### src/rtl/demo_seq_pkg.sv
// Shared types and constants for the demo show sequencer: FSM state encoding,
// the per-part length ROM and the brightness ceiling.
package demo_seq_pkg;

  typedef enum logic [1:0] {
    ST_FADE_IN  = 2'd0,
    ST_PLAY     = 2'd1,
    ST_FADE_OUT = 2'd2
  } state_e;

  localparam int         NUM_PARTS  = 8;
  localparam logic [1:0] MAX_BRIGHT = 2'd3;

  // Part lengths in units of 2^UNIT_LOG2 frames.
  function automatic logic [3:0] part_len_units(input logic [2:0] p);
    case (p)
      3'd0:    return 4'd4;
      3'd1:    return 4'd4;
      3'd2:    return 4'd8;
      3'd3:    return 4'd8;
      3'd4:    return 4'd4;
      3'd5:    return 4'd8;
      3'd6:    return 4'd8;
      default: return 4'd4;
    endcase
  endfunction

endpackage

### src/rtl/demo_seq_fade.sv
// Brightness fader: divides ticks by FADE_STEP into fade steps and walks the
// brightness level up or down, saturating at 0 and MAX_BRIGHT.
module demo_seq_fade
  import demo_seq_pkg::*;
#(
  parameter int FADE_STEP = 2
) (
  input  logic       clk_i,
  input  logic       rst_ni,
  input  logic       tick_i,
  input  logic       dir_up_i,
  input  logic       restart_i,
  output logic       step_o,
  output logic [1:0] brightness_o
);

  localparam int CW = (FADE_STEP > 1) ? $clog2(FADE_STEP) : 1;

  logic [CW-1:0] cnt_q, cnt_d;
  logic [1:0]    bright_q, bright_d;

  assign step_o       = tick_i && (cnt_q == CW'(FADE_STEP - 1));
  assign brightness_o = bright_q;

  // A restart only clears the divider; the brightness effect of a coincident
  // step still lands so the parent can switch state on that same tick.
  always_comb begin
    cnt_d    = cnt_q;
    bright_d = bright_q;
    if (tick_i) begin
      cnt_d = step_o ? '0 : cnt_q + 1'b1;
    end
    if (step_o) begin
      if (dir_up_i && (bright_q != MAX_BRIGHT)) begin
        bright_d = bright_q + 2'd1;
      end else if (!dir_up_i && (bright_q != 2'd0)) begin
        bright_d = bright_q - 2'd1;
      end
    end
    if (restart_i) begin
      cnt_d = '0;
    end
  end

  always_ff @(posedge clk_i) begin
    if (!rst_ni) begin
      cnt_q    <= '0;
      bright_q <= 2'd0;
    end else begin
      cnt_q    <= cnt_d;
      bright_q <= bright_d;
    end
  end

endmodule

### src/rtl/demo_sequencer.sv
// Frame-rate show controller: steps through ROM-defined visual parts with
// fade-out/fade-in at each boundary and derives music timing from frame count.
module demo_sequencer
  import demo_seq_pkg::*;
#(
  parameter int UNIT_LOG2 = 5,
  parameter int FADE_STEP = 2,
  parameter int LOOP_PART = 1
) (
  input  logic        clk,
  input  logic        rst_n,
  input  logic        frame_tick,
  input  logic        hold,
  input  logic        skip,
  output logic [2:0]  part,
  output logic [11:0] part_frame,
  output logic [11:0] global_frame,
  output logic [1:0]  brightness,
  output logic        part_start,
  output logic [2:0]  note_idx,
  output logic [4:0]  env_a,
  output logic [4:0]  env_b,
  output logic        beat13,
  output state_e      dbg_state
);

  for (genvar gi = 0; gi < NUM_PARTS; gi++) begin : g_len_chk
    if ((int'(part_len_units(3'(gi))) << UNIT_LOG2) < 7 * FADE_STEP + 1) begin : g_bad
      $error("demo_sequencer: part %0d too short for the fade sequence", gi);
    end
  end

  state_e      state_q, state_d;
  logic [2:0]  part_q, part_d;
  logic [11:0] part_frame_q, part_frame_d;
  logic [11:0] global_frame_q, global_frame_d;
  logic        part_start_q, part_start_d;

  logic        tick, fade_step, fade_restart, fade_dir_up;
  logic [1:0]  bright;
  logic [11:0] len_frames, fade_out_at, pf_inc;

  assign tick        = frame_tick & ~hold;
  assign len_frames  = 12'(part_len_units(part_q)) << UNIT_LOG2;
  assign fade_out_at = len_frames - 12'(4 * FADE_STEP);
  assign pf_inc      = part_frame_q + 12'd1;
  assign fade_dir_up = (state_q != ST_FADE_OUT);

  demo_seq_fade #(.FADE_STEP(FADE_STEP)) u_fade (
    .clk_i       (clk),
    .rst_ni      (rst_n),
    .tick_i      (tick),
    .dir_up_i    (fade_dir_up),
    .restart_i   (fade_restart),
    .step_o      (fade_step),
    .brightness_o(bright)
  );

  always_comb begin
    state_d        = state_q;
    part_d         = part_q;
    part_frame_d   = part_frame_q;
    global_frame_d = global_frame_q;
    part_start_d   = 1'b0;
    fade_restart   = 1'b0;
    if (tick) begin
      global_frame_d = global_frame_q + 12'd1;
      part_frame_d   = pf_inc;
    end
    unique case (state_q)
      ST_FADE_IN: begin
        if (fade_step && (bright == MAX_BRIGHT - 2'd1)) begin
          state_d      = ST_PLAY;
          fade_restart = 1'b1;
        end
      end
      ST_PLAY: begin
        if (tick && (pf_inc == fade_out_at)) begin
          state_d      = ST_FADE_OUT;
          fade_restart = 1'b1;
        end
      end
      ST_FADE_OUT: begin
        // The step taken while already black is the part boundary.
        if (fade_step && (bright == 2'd0)) begin
          part_d       = (part_q == 3'(NUM_PARTS - 1)) ? 3'(LOOP_PART) : part_q + 3'd1;
          part_frame_d = 12'd0;
          part_start_d = 1'b1;
          state_d      = ST_FADE_IN;
          fade_restart = 1'b1;
        end
      end
      default: begin
        state_d      = ST_FADE_IN;
        fade_restart = 1'b1;
      end
    endcase
    if (skip && (state_q != ST_FADE_OUT)) begin
      state_d      = ST_FADE_OUT;
      fade_restart = 1'b1;
    end
  end

  always_ff @(posedge clk) begin
    if (!rst_n) begin
      state_q        <= ST_FADE_IN;
      part_q         <= 3'd0;
      part_frame_q   <= 12'd0;
      global_frame_q <= 12'd0;
      part_start_q   <= 1'b0;
    end else begin
      state_q        <= state_d;
      part_q         <= part_d;
      part_frame_q   <= part_frame_d;
      global_frame_q <= global_frame_d;
      part_start_q   <= part_start_d;
    end
  end

  assign part         = part_q;
  assign part_frame   = part_frame_q;
  assign global_frame = global_frame_q;
  assign brightness   = bright;
  assign part_start   = part_start_q;
  assign dbg_state    = state_q;

  assign note_idx = global_frame_q[7:5];
  assign env_a    = 5'd31 - global_frame_q[4:0];
  assign env_b    = 5'd31 - {global_frame_q[3:0], 1'b0};
  assign beat13   = (global_frame_q[5:4] == 2'b10);

endmodule

### config.mk
export PLATFORM = sky130hd
export DESIGN_NAME = demo_sequencer
export DESIGN_NICKNAME = d
export VERILOG_FILES = /design/src/rtl/demo_seq_pkg.sv /design/src/rtl/demo_seq_fade.sv /design/src/rtl/demo_sequencer.sv
export SDC_FILE = /design/constraint.sdc
export NUM_CORES = 1
export LEC_CHECK = 0
export CAP_MARGIN = 20
export CORE_ASPECT_RATIO = 0.5
export CORE_MARGIN = 2
export CORE_UTILIZATION = 50
export DETAILED_ROUTE_END_ITERATION = 6
export MAX_ROUTING_LAYER = met4
export PLACE_DENSITY = 0.81
export REMOVE_ABC_BUFFERS = 1
export SLEW_MARGIN = 20
export SYNTH_ARGS = -nofsm -noshare
export SYNTH_HDL_FRONTEND = slang
export SYNTH_SLANG_ARGS = --single-unit
### constraint.sdc
create_clock -name clk -period 4.2 [get_ports clk]
set_input_delay 0.84 -clock clk [delete_from_list [all_inputs] [get_ports clk]]
set_output_delay 0.84 -clock clk [all_outputs]
set_load 0.02 [all_outputs]
==> results of run 1 <==
-- worst paths after layout --
check | start | endpoint | slack [ns] | cells past startpoint
max | frame_tick | part_frame[11] | 1.66 | 6
min | global_frame[11] | global_frame[11] | 0.50 | 2
max reg2reg | part[0] | dbg_state[1] | 1.98 | 7
min reg2reg | global_frame[11] | global_frame[11] | 0.50 | 2
-- flip-flops by register name, indices dropped and copies added, names as in the netlist --
name and count:
part_frame 12, u_fade.cnt_q 1, part_start 1, dbg_state 2
u_fade.brightness_o 2, global_frame 12, part 3
-- cell type report --
type	count	area, sq um	area share
well taps	51	63.8	0.0260
clock inverters	3	65.1	0.0266
repair buffers	50	498	0.203
flip-flops and latches	33	661	0.270
clock buffers	5	68.8	0.0281
multi-input cells	155	1060	0.431
inverters	10	37.5	0.0153
-- cell families after synthesis --
family / Yosys count
AOI/OAI and AO/OA: 29
other: 1
and+or+nand+nor: 95
adders and majority gates: 8
buffers and inverters: 26
xor gates and xnor gates: 20
DFF: 33
muxes: 2
-- synthesized netlist by cell type (all sizes together), types with 2 or more instances --
| master | n |
|---|---|
| xnor2 | 12 |
| inv | 10 |
| buf | 10 |
| clkbuf | 6 |
| nor2b | 7 |
| o21ai | 10 |
| o211a | 3 |
| nor3 | 4 |
| and2 | 12 |
| a21boi | 4 |
| and3 | 2 |
| nand4b | 2 |
| nor4b | 2 |
| or3 | 3 |
| nor2 | 21 |
| nand4 | 9 |
| mux2i | 2 |
| ha | 8 |
| nand3 | 7 |
| nand2b | 2 |
| xor2 | 8 |
| nand3b | 2 |
| a211oi | 3 |
| dfxtp | 33 |
| a21oi | 3 |
| nor4 | 3 |
| nand2 | 15 |
| o2bb2ai | 2 |
-- critical path, cell delays in order --
cell,delay [ns]
clkdlybuf4s50_1,0.49
nor2b_1,0.18
nand2_1,0.18
nor4_4,0.43
nand2b_1,0.48
nor2_1,0.11
-- routing by layer --
layer  routed length [um]  global-route usage  vias up
li1                     -                   -      809
met1                 1920               0.253      767
met2                 1980               0.370       38
met3                  163              0.0578        8
met4                   55               0.102        0
met5                    0                   -        -
-- power by group through the flow --
stage	combinational, mW	sequential [mW]	clock [mW]
final	0.0491	0.323	0.359
after global routing	0.0531	0.324	0.383
after CTS	0.0495	0.323	0.365
after detailed placement	0.0494	0.330	0
after global placement	0.0482	0.330	0
after floorplan	0.0214	0.334	0
-- through the flow --
step	area [sq um]	hold WS, ns
2_1_floorplan	1750	0.509
5_1_grt	2450	0.566
3_5_place_dp	2320	0.491
6_report	2450	0.499
4_1_cts	2450	0.502
3_3_place_gp	2320	0.479
==> impl_metrics.yaml, run 1 <==
run_status:
  status: "finished, final reports clean"
synth:
  synth_top_family_by_area: "simple AND/OR/NAND/NOR gates"
  ys_types: 41
  synth_xor_area_frac: 0.0949
  synth_edf_count: 0
  ys_warn_count: 0
  synth.avg_cell_area_sq_um: 8.63
  synthAdderAreaFrac: 0.0542
  ys_top_cells_by_area: "dfxtp_1 36%, xnor2_1 5.7%, ha_1 5.4%"
  synth_seq_cells: 33
  synth-seq-area-share: 0.358
  synthSimpleGateAreaFrac: 0.288
  synth_ff_type: "dfxtp_1"
  synth-compound-area-share: 0.122
  synthesis.area_sq_um: 1850
  syn-instance-count: 214
  post-synth-top-area-fraction: 0.358
  async_flop_share: 0
  synth_top_area_cell: "dfxtp_1"
  synthMuxAreaShare: 0.0108
cells_and_area:
  layout.nets: 268
  area.growth.synth_to_final_pct: 32.7
  final_cell_mix: "49 x clkdlybuf4s50_1, 33 x dfxtp_1, 21 x nor2_1"
  fill_cells: 286
  final_common_cell: "clkdlybuf4s50_1"
  drive_gt1_frac: 0.0508
  post-route-util: 0.702
  fin_cells: 307
  antennaDiodeCount: 0
die:
  dieHeight_um: 47.0
  io-pin-count: 51
  die_w_um: 90.0
  initial_core_util: 0.529
  core_sq_um: 3490
  rows: 15
  die-area_sq_um: 4230
detailed_routing:
  drcViolationCount: 0
  drtIter0Drc: 74
  final_antenna_net_count: 0
  route.detailed.wl_per_inst_um: 13.4
  wirelength_um: 4120
  drtPass1Iterations: 4
  vias_per_cell: 5.28
  vias: 1622
power:
  leakage_nw: 0.884
  worst_ir_drop_vdd_v: 0.000232
  p_seq_frac: 0.442
  power_switching_share: 0.214
  power_switching_mw: 0.156
  power_mw: 0.731
  combPwrFrac: 0.067
  p_clk_frac: 0.491
  p_int_mw: 0.575
  p_per_area_nw_per_um2: 299
sta:
  setup_viol: 0
  finalHoldViolations: 0
  tightest_slew_ns: 0.593
  slew_violations: 0
  fin_crit_ns: 2.54
  fin_crit_sh: 0.606
  rsz0062_at_grt: "false"
  slew-limit-headroom: 0.604
  fin_setup_tns_ns: 0
  fin_skew_ns: 0.00650
  clock.fmax_mhz: 393
  fin_ws_ns: 1.66
grt:
  antenna_found_initial: 0
  grt_first_pass_wirelength_um: 6790
  grt.total_usage: 0.217
  grt_max_degree: 22
  gr-total-overflow: 0
  grt_pass1_vias: 1469
cts:
  clk_pin_slew_ns: 0.07
  cts_tree: "yes"
  clock-sinks: 33
  hold_buffers: 0
  cts_resized: 0
  post_cts_buffers: 0
  clkLatencyLatePin_ns: 0.29
  htreeDepth: 2
  cts_buffers: 5
  cts_buffer_depth: 2
  root_buffer: "clkbuf_8"
place:
  dp_slack_ns: 1.33
  place_hpwl_um: 2980
  port-buffer-count: 49
  routabilityCongestion: 0.832
  dp_cells: 299
critical_path:
  start_kind: "primary input"
  required_ns: 4.36
  cp_max_fo: 13
  crit_type: "in2reg"
  endpoint_kind: "register"
  crit_arrival_ns: 2.71
flow_run:
  cap_violations: 0
hold_path:
  hold_class: "reg2reg"
Power figures use the tool's default switching activity.
==> run 2: changes to the inputs <==
--- a/config.mk
+++ b/config.mk
@@ -8,10 +8,10 @@
 export CAP_MARGIN = 20
 export CORE_ASPECT_RATIO = 0.5
 export CORE_MARGIN = 2
-export CORE_UTILIZATION = 50
+export CORE_UTILIZATION = 48
 export DETAILED_ROUTE_END_ITERATION = 6
 export MAX_ROUTING_LAYER = met4
-export PLACE_DENSITY = 0.81
+export PLACE_DENSITY = 0.78
 export REMOVE_ABC_BUFFERS = 1
 export SLEW_MARGIN = 20
 export SYNTH_ARGS = -nofsm -noshare
==> constraint.sdc (replaced) <==
create_clock -name clk -period 2.6 [get_ports clk]
set_input_delay 0.52 -clock clk [delete_from_list [all_inputs] [get_ports clk]]
set_output_delay 0.52 -clock clk [all_outputs]
set_load 0.02 [all_outputs]
==> impl_metrics.yaml, run 2 (synthesized netlist as in run 1, its figures left out) <==
sta:
  clock.fmax_mhz: 448
  slew_violations: 0
  fin_setup_tns_ns: 0
  finalHoldViolations: 0
  setup_viol: 0
  rsz0062_at_grt: "false"
  fin_ws_ns: 0.367
  holdWs_ns: 0.504
  fin_skew_ns: 0.00346
  fin_crit_sh: 0.859
  fin_crit_ns: 2.23
critical_path:
  required_ns: 2.75
  crit_end: "u_fade.cnt_q"
  reg2reg_to: "u_fade.cnt_q"
  cp-startpoint: "part_frame[0]"
  reg2reg_slack_ns: 0.37
  crit_arrival_ns: 2.38
  r2r_start: "part_frame[0]"
  crit_type: "reg2reg"
  start_kind: "register"
  cp_max_fo: 9
  r2r_cells: 6
  endpoint_kind: "register"
die:
  dieHeight_um: 47.9
  die_w_um: 91.7
  io-pin-count: 51
  core_sq_um: 3570
  die-area_sq_um: 4390
  initial_core_util: 0.518
  rows: 15
grt:
  grt.total_usage: 0.191
  grt.met2_usage: 0.319
  grt_max_degree: 16
  gr-max-usage-layer: "met2"
  grtUsageMet3: 0.0535
  gr-total-overflow: 0
  grt_first_pass_wirelength_um: 6350
  grtUsageMet1: 0.235
  grt_pass1_vias: 1413
  antenna_found_initial: 0
cells_and_area:
  layout.nets: 270
  drive_gt1_frac: 0.0506
  antennaDiodeCount: 0
  final_common_cell: "clkdlybuf4s50_1"
  final_cell_mix: "49 x clkdlybuf4s50_1, 33 x dfxtp_1, 21 x nor2_1"
  area.growth.synth_to_final_pct: 30.9
  fill_cells: 309
detailed_routing:
  final_antenna_net_count: 0
  vias_per_cell: 5.20
  drcViolationCount: 0
  wirelength_um: 3880
  drtIter0Drc: 82
  drtPass1Iterations: 4
  vias: 1603
  route.detailed.wl_per_inst_um: 12.6
run_status:
  status: "finished, final reports clean"
cts:
  clkLatencyLatePin_ns: 0.27
  post_cts_buffers: 0
  cts_buffers: 5
  cts_tree: "yes"
  hold_buffers: 0
  cts_resized: 0
  cts_buffer_depth: 2
  root_buffer: "clkbuf_8"
  clk_pin_slew_ns: 0.07
  htreeDepth: 2
  clock-sinks: 33
place:
  dp_slack_ns: 0.261
  place_hpwl_um: 2910
  port-buffer-count: 49
  routabilityCongestion: 0.773
power:
  power_mw: 0.987
  worst_ir_drop_vdd_v: 0.000211
  leakage_nw: 0.871
  p_per_area_nw_per_um2: 408
hold_path:
  hold_class: "reg2reg"
  whs_path_depth: 2
flow_run:
  cap_violations: 0
==> run 2: per-layer routing <==
layer  vias up  part of all wire
met5         -                 0
met4         0             0.011
met3         6             0.040
met2        32              0.45
met1       756              0.50
li1        809                 -
==> run 2: cell type report <==
| type | count | area (sq um) | area share |
|---|---|---|---|
| multi-input combinational | 155 | 1060 | 0.437 |
| sequential | 33 | 661 | 0.273 |
| timing repair buffer | 52 | 513 | 0.212 |
| inverter | 10 | 37.5 | 0.0155 |
| clock buffer | 7 | 86.3 | 0.0357 |
| tap | 51 | 63.8 | 0.0264 |
==> run 2: metrics by stage <==
stage,instances,area (sq um),utilization
6_report,308,2420,0.678
5_1_grt,308,2420,0.678
4_1_cts,308,2420,0.678
3_5_place_dp,301,2330,0.654
3_3_place_gp,301,2330,0.654
2_1_floorplan,198,1750,-
==> run 2: how the worst min path moves through the flow <==
stage / end / start / slack (ns)
4_1_cts: global_frame[11] / global_frame[11] / 0.51
3_5_place_dp: global_frame[11] / global_frame[11] / 0.50
3_3_place_gp: global_frame[11] / global_frame[11] / 0.48
2_1_floorplan: u_fade.brightness_o[0] / u_fade.cnt_q / 0.51
5_1_grt: global_frame[11] / global_frame[11] / 0.54
6_report: global_frame[11] / global_frame[11] / 0.50
==> run 2: critical path, stage by stage, from the launching register on <==
cell and delay, ns:
dfxtp_1 0.53, ha_1 0.38, nand4_1 0.17, a2111o_1 0.33
o2bb2ai_2 0.14, a2111oi_4 0.44, nor3_1 0.11
==> run 2: power breakdown <==
group          internal, mW  switching [mW]
Sequential            0.512          0.0106
Clock                 0.210           0.174
Combinational        0.0370          0.0431
